[src/rtl/jk_mod_counter.sv]
// Modulo-N up/down counter built from per-bit JK cells, with sync load,
// terminal count and a registered wrap pulse. Define GRAY_OUT_EN to add gray_count.

module jk_cell #(
  parameter logic RV = 1'b0
) (
  input  logic clck,
  input  logic reset,
  input  logic j,
  input  logic k,
  output logic q
);
  always_ff @(posedge clck or posedge reset) begin
    if (reset) q <= RV;
    else begin
      case ({j, k})
        2'b01:   q <= 1'b0;
        2'b10:   q <= 1'b1;
        2'b11:   q <= ~q;
        default: q <= q;
      endcase
    end
  end
endmodule

module jk_mod_counter #(
  parameter int WIDTH       = 4,
  parameter int MODULUS     = 12,
  parameter int RESET_VALUE = 0
) (
  input  logic             clck,
  input  logic             reset,
  input  logic             en,
  input  logic             up,
  input  logic             load,
  input  logic [WIDTH-1:0] load_val,
  output logic [WIDTH-1:0] count,
  output logic             tc,
  output logic             wrap
`ifdef GRAY_OUT_EN
  ,
  output logic [WIDTH-1:0] gray_count
`endif
);
  // One extra bit so MODULUS == 2**WIDTH still compares correctly.
  localparam logic [WIDTH:0]   MOD_W = (WIDTH+1)'(MODULUS);
  localparam logic [WIDTH-1:0] MAX   = WIDTH'(MODULUS - 1);
  localparam logic [WIDTH-1:0] RST_V = WIDTH'(RESET_VALUE);

  typedef enum logic [1:0] {M_HOLD, M_CNT, M_LOAD} mode_t;

  mode_t            mode;
  logic [WIDTH-1:0] nxt;
  logic [WIDTH-1:0] j, k;
  logic             wrap_nxt;
  logic             at_max, at_zero, legal;

  assign at_max  = (count == MAX);
  assign at_zero = (count == '0);
  assign legal   = ({1'b0, count} < MOD_W);
  assign tc      = en & ~load & (up ? at_max : at_zero);

  always_comb begin
    mode     = M_HOLD;
    nxt      = count;
    wrap_nxt = 1'b0;
    if (load) begin
      mode = M_LOAD;
      nxt  = ({1'b0, load_val} < MOD_W) ? load_val : MAX;
    end else if (en) begin
      mode = M_CNT;
      if (!legal) nxt = '0;  // recover from an upset state without flagging a wrap
      else if (up) begin
        if (at_max) begin nxt = '0; wrap_nxt = 1'b1; end
        else nxt = count + 1'b1;
      end else begin
        if (at_zero) begin nxt = MAX; wrap_nxt = 1'b1; end
        else nxt = count - 1'b1;
      end
    end
  end

  always_comb begin
    j = '0;
    k = '0;
    case (mode)
      M_CNT:   begin j = count ^ nxt; k = count ^ nxt; end
      M_LOAD:  begin j = nxt;         k = ~nxt;        end
      default: begin j = '0;          k = '0;          end
    endcase
  end

  for (genvar i = 0; i < WIDTH; i++) begin : g_bit
    jk_cell #(.RV(RST_V[i])) u_cell (
      .clck (clck),
      .reset(reset),
      .j    (j[i]),
      .k    (k[i]),
      .q    (count[i])
    );
  end

  always_ff @(posedge clck or posedge reset) begin
    if (reset) wrap <= 1'b0;
    else       wrap <= wrap_nxt;
  end

`ifdef GRAY_OUT_EN
  assign gray_count = count ^ (count >> 1);
`endif
endmodule

[config.mk]
export PLATFORM = sky130hd
export DESIGN_NAME = jk_mod_counter
export DESIGN_NICKNAME = d
export VERILOG_FILES = /design/src/rtl/jk_mod_counter.sv
export SDC_FILE = /design/constraint.sdc
export NUM_CORES = 1
export LEC_CHECK = 0
export BUFFER_PORTS_ARGS = -buffer_cell sky130_fd_sc_hd__buf_2
export CAP_MARGIN = 10
export CORE_AREA = 4 4 41 43
export DETAILED_ROUTE_END_ITERATION = 7
export DIE_AREA = 0 0 45 47
export HOLD_SLACK_MARGIN = 0.03
export PLACE_DENSITY = 0.71
export RECOVER_POWER = 50
export SLEW_MARGIN = 10
export SYNTH_ARGS = -nofsm -noshare
export SYNTH_HDL_FRONTEND = slang
export SYNTH_HIERARCHICAL = 1
export SYNTH_SLANG_ARGS = --single-unit
[constraint.sdc]
create_clock -name clck -period 1.5 [get_ports clck]
set_input_delay 0.375 -clock clck [delete_from_list [all_inputs] [get_ports clck]]
set_output_delay 0.375 -clock clck [all_outputs]
set_load 0.02 [all_outputs]
=== Word-level counts from Yosys, hierarchy flattened ===
Cells that the tools add are included.

* Register bits: 5
* Bits of input ports: 9
* Output and inout bits: 6
* Word-level logic and storage cells: 60

* Add/subtract/negate cells: 2
* Order comparisons: 2
* Equal/unequal tests: 15
* Mux-type cells: 22
* Bitwise operators: 9
* Reductions and logical operators: 5

{| class="wikitable"
|+ Operators with widths
! operator !! count
|-
| $mux W4 || 7
|-
| $eq A2 B2 Y1 const B || 9
|-
| $pmux W4 S2 || 2
|-
| $pmux W1 S3 || 4
|-
| $reduce_bool A3 Y1 || 4
|-
| $eq A2 B1 Y1 const B || 5
|-
| $lt A4 B4 Y1 const B || 2
|-
| $mux W1 || 8
|-
| $not A1 Y1 || 5
|-
| $add A4 B1 Y4 const B || 1
|-
| $eq A4 B4 Y1 const B || 1
|-
| $logic_not A4 Y1 || 1
|-
| $not A4 Y4 || 1
|-
| $sub A4 B1 Y4 const B || 1
|-
| $xor A4 B4 Y4 || 1
|-
| $and A1 B1 Y1 || 2
|-
| $mux W2 || 1
|}

=== Logic depth before layout (Yosys ltp) ===
Gate-level depths: netlist (run 1).

* Depth after elaboration: 10
* Mapped depth: 8
* Depth with buffers taken out: 8

=== By module ===
Netlist (run 1), hierarchy kept.

{| class="wikitable"
|+ Modules (own cells, without submodules)
! module !! times used !! cells each !! area an instance (µm²) !! sequential area each (µm²)
|-
| jk_mod_counter || 1 || 52 || 354.1 || 25.0
|-
| jk_cell || 4 || 4 || 37.5 || 25.0
|}

=== Worst setup path before layout (run 1) ===
No wires, ideal clock.

* Path type: reg-to-output
* Start point: register g_bit[1].u_cell.q
* End point: output tc
* Arrival time: 1.552 ns
* Data required time: 1.125 ns
* Setup slack: -0.427 ns
* Stages on the path, launching flop included: 6
* Buffers on the path: 0
* Cell sequence: dfrtp_1 inv_1 ha_1 nor2b_2 mux2i_1 nor3_1

* Cells in the longest elaborated chain, start to end: 3
* Elaborated cells between the ends (all ways): 4
* Those cells by class: eq/ne (1); mux (1); bitwise (1); reduce/logical (1)

{| class="wikitable"
|+ Ends and longest elaborated chain
! element !! RTL line !! text
|-
| start: declaration || 11 || <nowiki>output logic q</nowiki>
|-
| start signal: assignment || 19 || <nowiki>2'b11: q <= ~q;</nowiki>
|-
| start signal: assignment || 20 || <nowiki>default: q <= q;</nowiki>
|-
| $eq A4 B4 Y1 or $logic_not A4 Y1 (tied branches) || 58, 59 ||
|-
| $mux W1 * || 61 || <nowiki>assign tc = en & ~load & (up ? at_max : at_zero);</nowiki>
|-
| $and A1 B1 Y1 * || 61 ||
|-
| end: declaration || 38 || <nowiki>output logic tc,</nowiki>
|}

Every way passes the cells marked *; elsewhere a longest branch is shown, timed or not.

=== Final worst setup path (run 1) ===
* Start point: register g_bit[0].u_cell.q
* End point: output tc

* Cells in the longest elaborated chain, start to end: 3
* Elaborated cells between the ends (all ways): 4
* Those cells by class: eq/ne (1); mux (1); bitwise (1); reduce/logical (1)

{| class="wikitable"
|+ Ends and longest elaborated chain
! element !! RTL line
|-
| start: declaration || 11
|-
| start signal: assignment || 19
|-
| start signal: assignment || 20
|-
| $eq A4 B4 Y1 or $logic_not A4 Y1 (tied branches) || 58, 59
|-
| $mux W1 * || 61
|-
| $and A1 B1 Y1 * || 61
|}

Marks and branches as above.

==> results of run 1 <==
[final cells by class]
type	instances	area, um2
inverters	11	41.29
well taps	15	18.77
repair buffers	36	245.2
fillers	118	447.9
clock buffers	4	26.28
multi-input cells	51	394.1
flip-flops and latches	5	127.6
[flip-flops by register name, indices dropped and copies added (netlist names)]
signal,flops
g_bit.u_cell/q,4
wrap,1
[worst max-delay path by stage]
stage | to | slack, ps | cells past startpoint
4_1_cts | tc | -270 | 5
6_report | tc | -300 | 6
3_3_place_gp | tc | -70 | 6
3_5_place_dp | tc | -110 | 6
5_1_grt | g_bit[2].u_cell/q | -370 | 9
2_1_floorplan | tc | -190 | 5
[metrics by stage]
step / setup slack, ps / area (um2) / power (mW) / TNS (ps)
2_1_floorplan: -194.8 / 529.3 / 0.7910 / -259.5
3_3_place_gp: -70.11 / 686.9 / 1.026 / -139.3
6_report: -298.1 / 853.3 / 1.507 / -1049
3_5_place_dp: -105.2 / 686.9 / 1.040 / -254.1
5_1_grt: -365.8 / 853.3 / 1.620 / -1561
4_1_cts: -267.5 / 809.5 / 1.383 / -852.8
[layout by cell type (no fill, tap or decap), types with 2 or more instances in the layout]
| cell | instances |
|---|---|
| o21ai_1 | 2 |
| ha_4 | 2 |
| clkbuf_4 | 3 |
| buf_2 | 11 |
| buf_4 | 22 |
| o21ai_0 | 5 |
| dfrtp_1 | 3 |
| dfrtp_2 | 2 |
| nand4_1 | 2 |
| inv_1 | 8 |
| or2_1 | 2 |
| nand2b_1 | 2 |
| inv_2 | 3 |
| clkbuf_1 | 2 |
| a21oi_1 | 7 |
| nand2_1 | 4 |
| nor2_1 | 4 |
| nand3b_1 | 2 |
[tightest hold or removal path: stages]
cell and delay, ps:
buf_2 90, o21ai_0 80, a21oi_1 130
[where the power goes]
group	internal (mW)	switching, mW	total (mW)
logic	0.543	0.477	1.02
clock network	0.101	0.0619	0.163
registers	0.192	0.133	0.324
total	0.836	0.671	1.51
[cells by family (layout without fill, tap and decap cells)]
family	Yosys count	count (layout)	synth area share (%)
flip-flops	5	5	24.81
buffers and inverters	12	51	10.92
multiplexers	1	1	1.985
adder cells (fa/ha/maj)	2	2	4.962
AO/OA/AOI/OAI	24	24	30.27
XOR/XNOR	2	2	3.475
AND/OR/NAND/NOR	22	22	23.57
[per-layer routing]
metal | vias to the layer above | wire [um]
li1 | 320 | -
met1 | 309 | 706
met2 | 20 | 895
met3 | 2 | 78
met4 | 0 | 9
met5 | - | 0
[repair_timing]
action,CTS,global route
cloned,0,0
hold buffers,1,0
setup endpoints to repair,5,8
hold endpoints to repair,5,0
setup buffers,8,2
pin swaps,3,0
resized for setup,6,9
==> results.py, run 1 <==
metrics = {
    "detailed_routing": {
        "drc_errors": 0,
        "wl_um": 1689,
        "drtPass1Iterations": 4,
        "vias": 651,
        "drtAntennaViolNets": 0,
        "wire_per_inst_um": 13.84,
        "drt_iter0_drc": 10,
        "routed_via_density": 5.336,
    },
    "synth": {
        "synth.most_common_cell": "inv_1",
        "synth.avg_cell_area_um2": 7.415,
        "synth_cells": 68,
        "synth-main-ff-cell": "dfrtp_1",
        "syn_area_um2": 504.2,
        "synth_warnings": 6,
        "ys_ff_latch": 5,
        "synthDistinctLibCells": 27,
        "yosysSeqAreaShare_pct": 24.81,
        "synth_top_area_share_pct": 24.81,
        "synth_top_cell_by_area": "dfrtp_1",
        "yosys-top-cells-count": "11 x inv_1, 8 x a21oi_1, 7 x o21ai_0",
        "synth_area_leaders": "dfrtp_1 25%, inv_1 8.2%, a21oi_1 7.9%",
        "synth_nets": 79,
        "async_flop_share_pct": 100.0,
        "synth_enable_flop_cells": 0,
    },
    "clock_network": {
        "clockRootBuffer": "clkbuf_4",
        "htree_num_levels": 1,
        "cts_buffers": 3,
        "cts.sinks": 5,
        "cts_tree": "done",
        "insertion_delay_ps": 240,
        "path_clk_slew_ps": 50,
        "cts_buffer_depth": 2,
    },
    "sta": {
        "setup_slack_ps": -298.1,
        "maxSlewHeadroom_pct": 67.06,
        "fin_crit_sh_pct": 119.9,
        "max_freq_mhz": 556.2,
        "setup_violations": 6,
        "slew_violations": 0,
        "post-route-min-period_ps": 1798,
        "worst_pin_slew_ps": 494.0,
        "fin_hold_ws_ps": 479.7,
        "timing.final.hold_violations": 0,
        "clock_skew_ps": 4.369,
        "rsz0062_at_grt": "true",
    },
    "setup_path": {
        "crit_path_cell_trace": "inv_2, ha_4, nor2b_4, mux2i_4, nor3_2, buf_4",
        "crit_type": "reg -> out",
        "rrSetupSlack_ps": -290,
        "rr_endpoint": "g_bit[2].u_cell/q",
        "critical_path.max_stage_delay_ps": 440,
        "ff2ff_path_depth": 9,
        "critPathSlowestCell": "dfrtp_2",
        "crit_path_end_kind": "primary output",
        "startpoint_type": "register",
        "crit_start": "g_bit[0].u_cell/q",
        "cp_max_fo": 3,
        "reg2reg_from": "g_bit[0].u_cell/q",
        "crit_buf_inv": 2,
        "cp.arrival_ps": 1420,
        "crit_required_ps": 1120,
        "cp_top_family": "flip-flops",
    },
    "cells_and_area": {
        "nets": 119,
        "syn_to_final_growth_pct": 69.23,
        "n_antenna_cell": 0,
        "drive_above_1_share_pct": 51.40,
        "final_util_pct": 65.58,
        "fin_cells": 122,
    },
    "power_and_ir_drop": {
        "ir_worst_vdd_mv": 1.072,
        "p_per_area_mw_per_mm2": 1766,
        "p_leak_nw": 0.4151,
    },
    "global_routing": {
        "grt_util_met2_pct": 33.62,
        "use_met3_pct": 5.747,
        "grt_pass1_vias": 611,
        "grt_pass1_wl_um": 2622,
        "grt_max_degree": 14,
        "gr-total-overflow": 0,
        "antenna_found_initial": 0,
        "grt.busiest_layer": "met2",
        "grt.total_usage_pct": 17.53,
        "grtUsageMet1_pct": 18.62,
    },
    "placed_design": {
        "post-place-cells": 107,
        "hpwl_um": 1166,
        "routabilityCongestion": 0.7507,
        "place.port_buffers": 14,
    },
    "worst_hold_path": {
        "min_from": "load_val[3]",
        "min_to": "g_bit[3].u_cell/q",
        "worstHoldPathType": "in -> reg",
        "hold-path-cell-count": 3,
    },
    "floorplan": {
        "coreArea_mm2": 0.001301,
        "die_h_um": 47,
        "num_rows": 13,
        "dieArea_mm2": 0.002115,
        "ios": 15,
        "die_x_um": 45,
        "initial_utilization_pct": 38.75,
    },
    "outcome": {
        "outcome": "finished with violations",
        "violations": "negative setup slack",
    },
    "flow_run": {
        "maxCapViolCount": 0,
    },
}
Power figures use the tool's default switching activity.
==> run 2: changes to the inputs <==
--- a/config.mk
+++ b/config.mk
@@ -10,6 +10,7 @@
 export CORE_AREA = 4 4 41 43
 export DETAILED_ROUTE_END_ITERATION = 7
 export DIE_AREA = 0 0 45 47
+export GPL_TIMING_DRIVEN = 0
 export HOLD_SLACK_MARGIN = 0.03
 export PLACE_DENSITY = 0.71
 export RECOVER_POWER = 50
==> results.py, run 2 (synthesis results as in run 1) <==
metrics = {
    "outcome": {
        "outcome": "finished with violations",
        "violations": "negative setup slack",
    },
    "cells_and_area": {
        "largestRegisters": "g_bit.u_cell/q (4), wrap (1)",
        "fillers": 133,
        "nets": 112,
        "mostFrequentLayoutCells": "14 x buf_4, 10 x buf_2, 9 x inv_1",
        "fin_cells": 115,
        "multiInputGateArea_um2": 357.8,
        "largest_register_ffs": 4,
        "final_util_pct": 59.71,
        "syn_to_final_growth_pct": 54.09,
        "mostFrequentLayoutCell": "buf_4",
        "fin_area_um2": 777.0,
        "largest-register": "g_bit.u_cell/q",
        "n_antenna_cell": 0,
        "regArea_um2": 127.6,
        "drive_above_1_share_pct": 43.00,
    },
    "global_routing": {
        "antenna_found_initial": 0,
        "grt_max_degree": 11,
        "grt_pass1_wl_um": 2456,
        "grt.total_usage_pct": 16.80,
        "gr-total-overflow": 0,
        "grt_pass1_vias": 592,
    },
    "clock_network": {
        "cts_buffers": 3,
        "cts.sinks": 5,
        "cts_tree": "done",
        "clockRootBuffer": "clkbuf_4",
        "path_clk_slew_ps": 40,
        "insertion_delay_ps": 250,
        "htree_num_levels": 1,
        "cts_buffer_depth": 2,
    },
    "power_and_ir_drop": {
        "combPwrFrac_pct": 67.8,
        "power_switching_mw": 0.6101,
        "p_leak_nw": 0.3784,
        "power.clock.fraction_pct": 11.7,
        "switching_share_pct": 44.12,
        "ir_worst_vdd_mv": 0.9244,
        "power_frac_seq_pct": 20.5,
        "p_per_area_mw_per_mm2": 1780,
        "intPower_mw": 0.7727,
    },
    "detailed_routing": {
        "wl_met2_um": 795,
        "drtPass1Iterations": 4,
        "wl_um": 1540,
        "met1_length_um": 619,
        "drtAntennaViolNets": 0,
        "drt_iter0_drc": 13,
        "routed_via_density": 5.296,
        "vias": 609,
        "drc_errors": 0,
        "wire_per_inst_um": 13.39,
        "highest_layer": "met4",
        "wl_met3_um": 85,
    },
    "placed_design": {
        "routabilityCongestion": 0.8146,
        "place.port_buffers": 14,
        "hpwl_um": 962.7,
        "place_area_um2": 618.1,
        "post-place-cells": 97,
        "pre_cts_ws_ps": -219.0,
    },
    "sta": {
        "clock_skew_ps": 6.177,
        "post-route-min-period_ps": 1792,
        "maxSlewHeadroom_pct": 76.76,
        "rsz0062_at_grt": "true",
        "max_freq_mhz": 558.1,
        "setup_slack_ps": -291.9,
        "fin_hold_ws_ps": 484.2,
        "timing.final.hold_violations": 0,
        "setup_violations": 5,
        "slew_violations": 0,
        "worst_pin_slew_ps": 348.6,
        "fin_crit_sh_pct": 119.5,
    },
    "setup_path": {
        "crit_type": "reg -> out",
        "crit_required_ps": 1120,
        "crit_path_end_kind": "primary output",
        "cp.arrival_ps": 1420,
        "startpoint_type": "register",
        "cp_max_fo": 5,
    },
    "floorplan": {
        "coreArea_mm2": 0.001301,
        "die_h_um": 47,
        "ios": 15,
        "dieArea_mm2": 0.002115,
        "initial_utilization_pct": 38.75,
        "die_x_um": 45,
        "num_rows": 13,
    },
    "flow_run": {
        "maxCapViolCount": 0,
    },
    "worst_hold_path": {
        "worstHoldPathType": "in -> reg",
    },
}
run 2: layout make-up:
| type | instances | area share [%] |
|---|---|---|
| timing repair buffer | 28 | 24.64 |
| multi-input combinational | 51 | 46.05 |
| tap | 15 | 2.415 |
| inverter | 11 | 5.314 |
| buffer | 1 | 1.771 |
| clock buffer | 4 | 3.382 |
| sequential | 5 | 16.43 |
run 2: path summary, 6_finish.rpt:
path / startpoint / to / slack (ps) / depth (start not counted)
min: load_val[3] / g_bit[3].u_cell/q / 480 / 3
max in group asynchronous: reset / g_bit[1].u_cell/q / 820 / 3
max: g_bit[1].u_cell/q / tc / -290 / 5
min in group asynchronous: reset / g_bit[0].u_cell/q / 550 / 3
min reg2reg: g_bit[2].u_cell/q / g_bit[2].u_cell/q / 520 / 1
max reg2reg: g_bit[1].u_cell/q / g_bit[2].u_cell/q / -230 / 10
run 2: timing repair:
| item | 4_1_cts | 5_1_grt |
|---|---|---|
| endpoints found under the setup margin | 5 | 6 |
| endpoints found under the hold margin | 5 | 0 |
| setup buffers | 11 | 3 |
| pin swaps | 2 | 2 |
| resized for setup | 7 | 3 |
| hold buffers | 1 | 0 |
run 2: power groups by stage:
stage	sequential (mW)	combinational, mW	clock, mW
global route	0.289	1.03	0.175
CTS	0.278	0.865	0.166
global placement	0.299	0.646	0
detailed placement	0.305	0.656	0
finish	0.283	0.938	0.162
floorplan	0.342	0.449	0
run 2: worst max-delay path: stages, from the launching register on:
cell and delay, ps:
dfrtp_2 440, ha_2 190, and2_4 140, mux2i_2 180, nor3_2 50, buf_4 160
run 2: routing by layer:
metal | global-route usage [%] | vias up
met3 | 3.065 | 5
met1 | 16.97 | 277
met2 | 31.07 | 23
met4 | 11.70 | 0
met5 | 0 | -
li1 | - | 304
run 2: through the flow:
| step | TNS [ps] | total power, mW |
|---|---|---|
| final | -1034 | 1.383 |
| after global routing | -1422 | 1.495 |
| after CTS | -864.8 | 1.309 |
| after detailed placement | -550.0 | 0.9603 |
| after global placement | -426.7 | 0.9451 |
| after floorplan | -259.5 | 0.7910 |
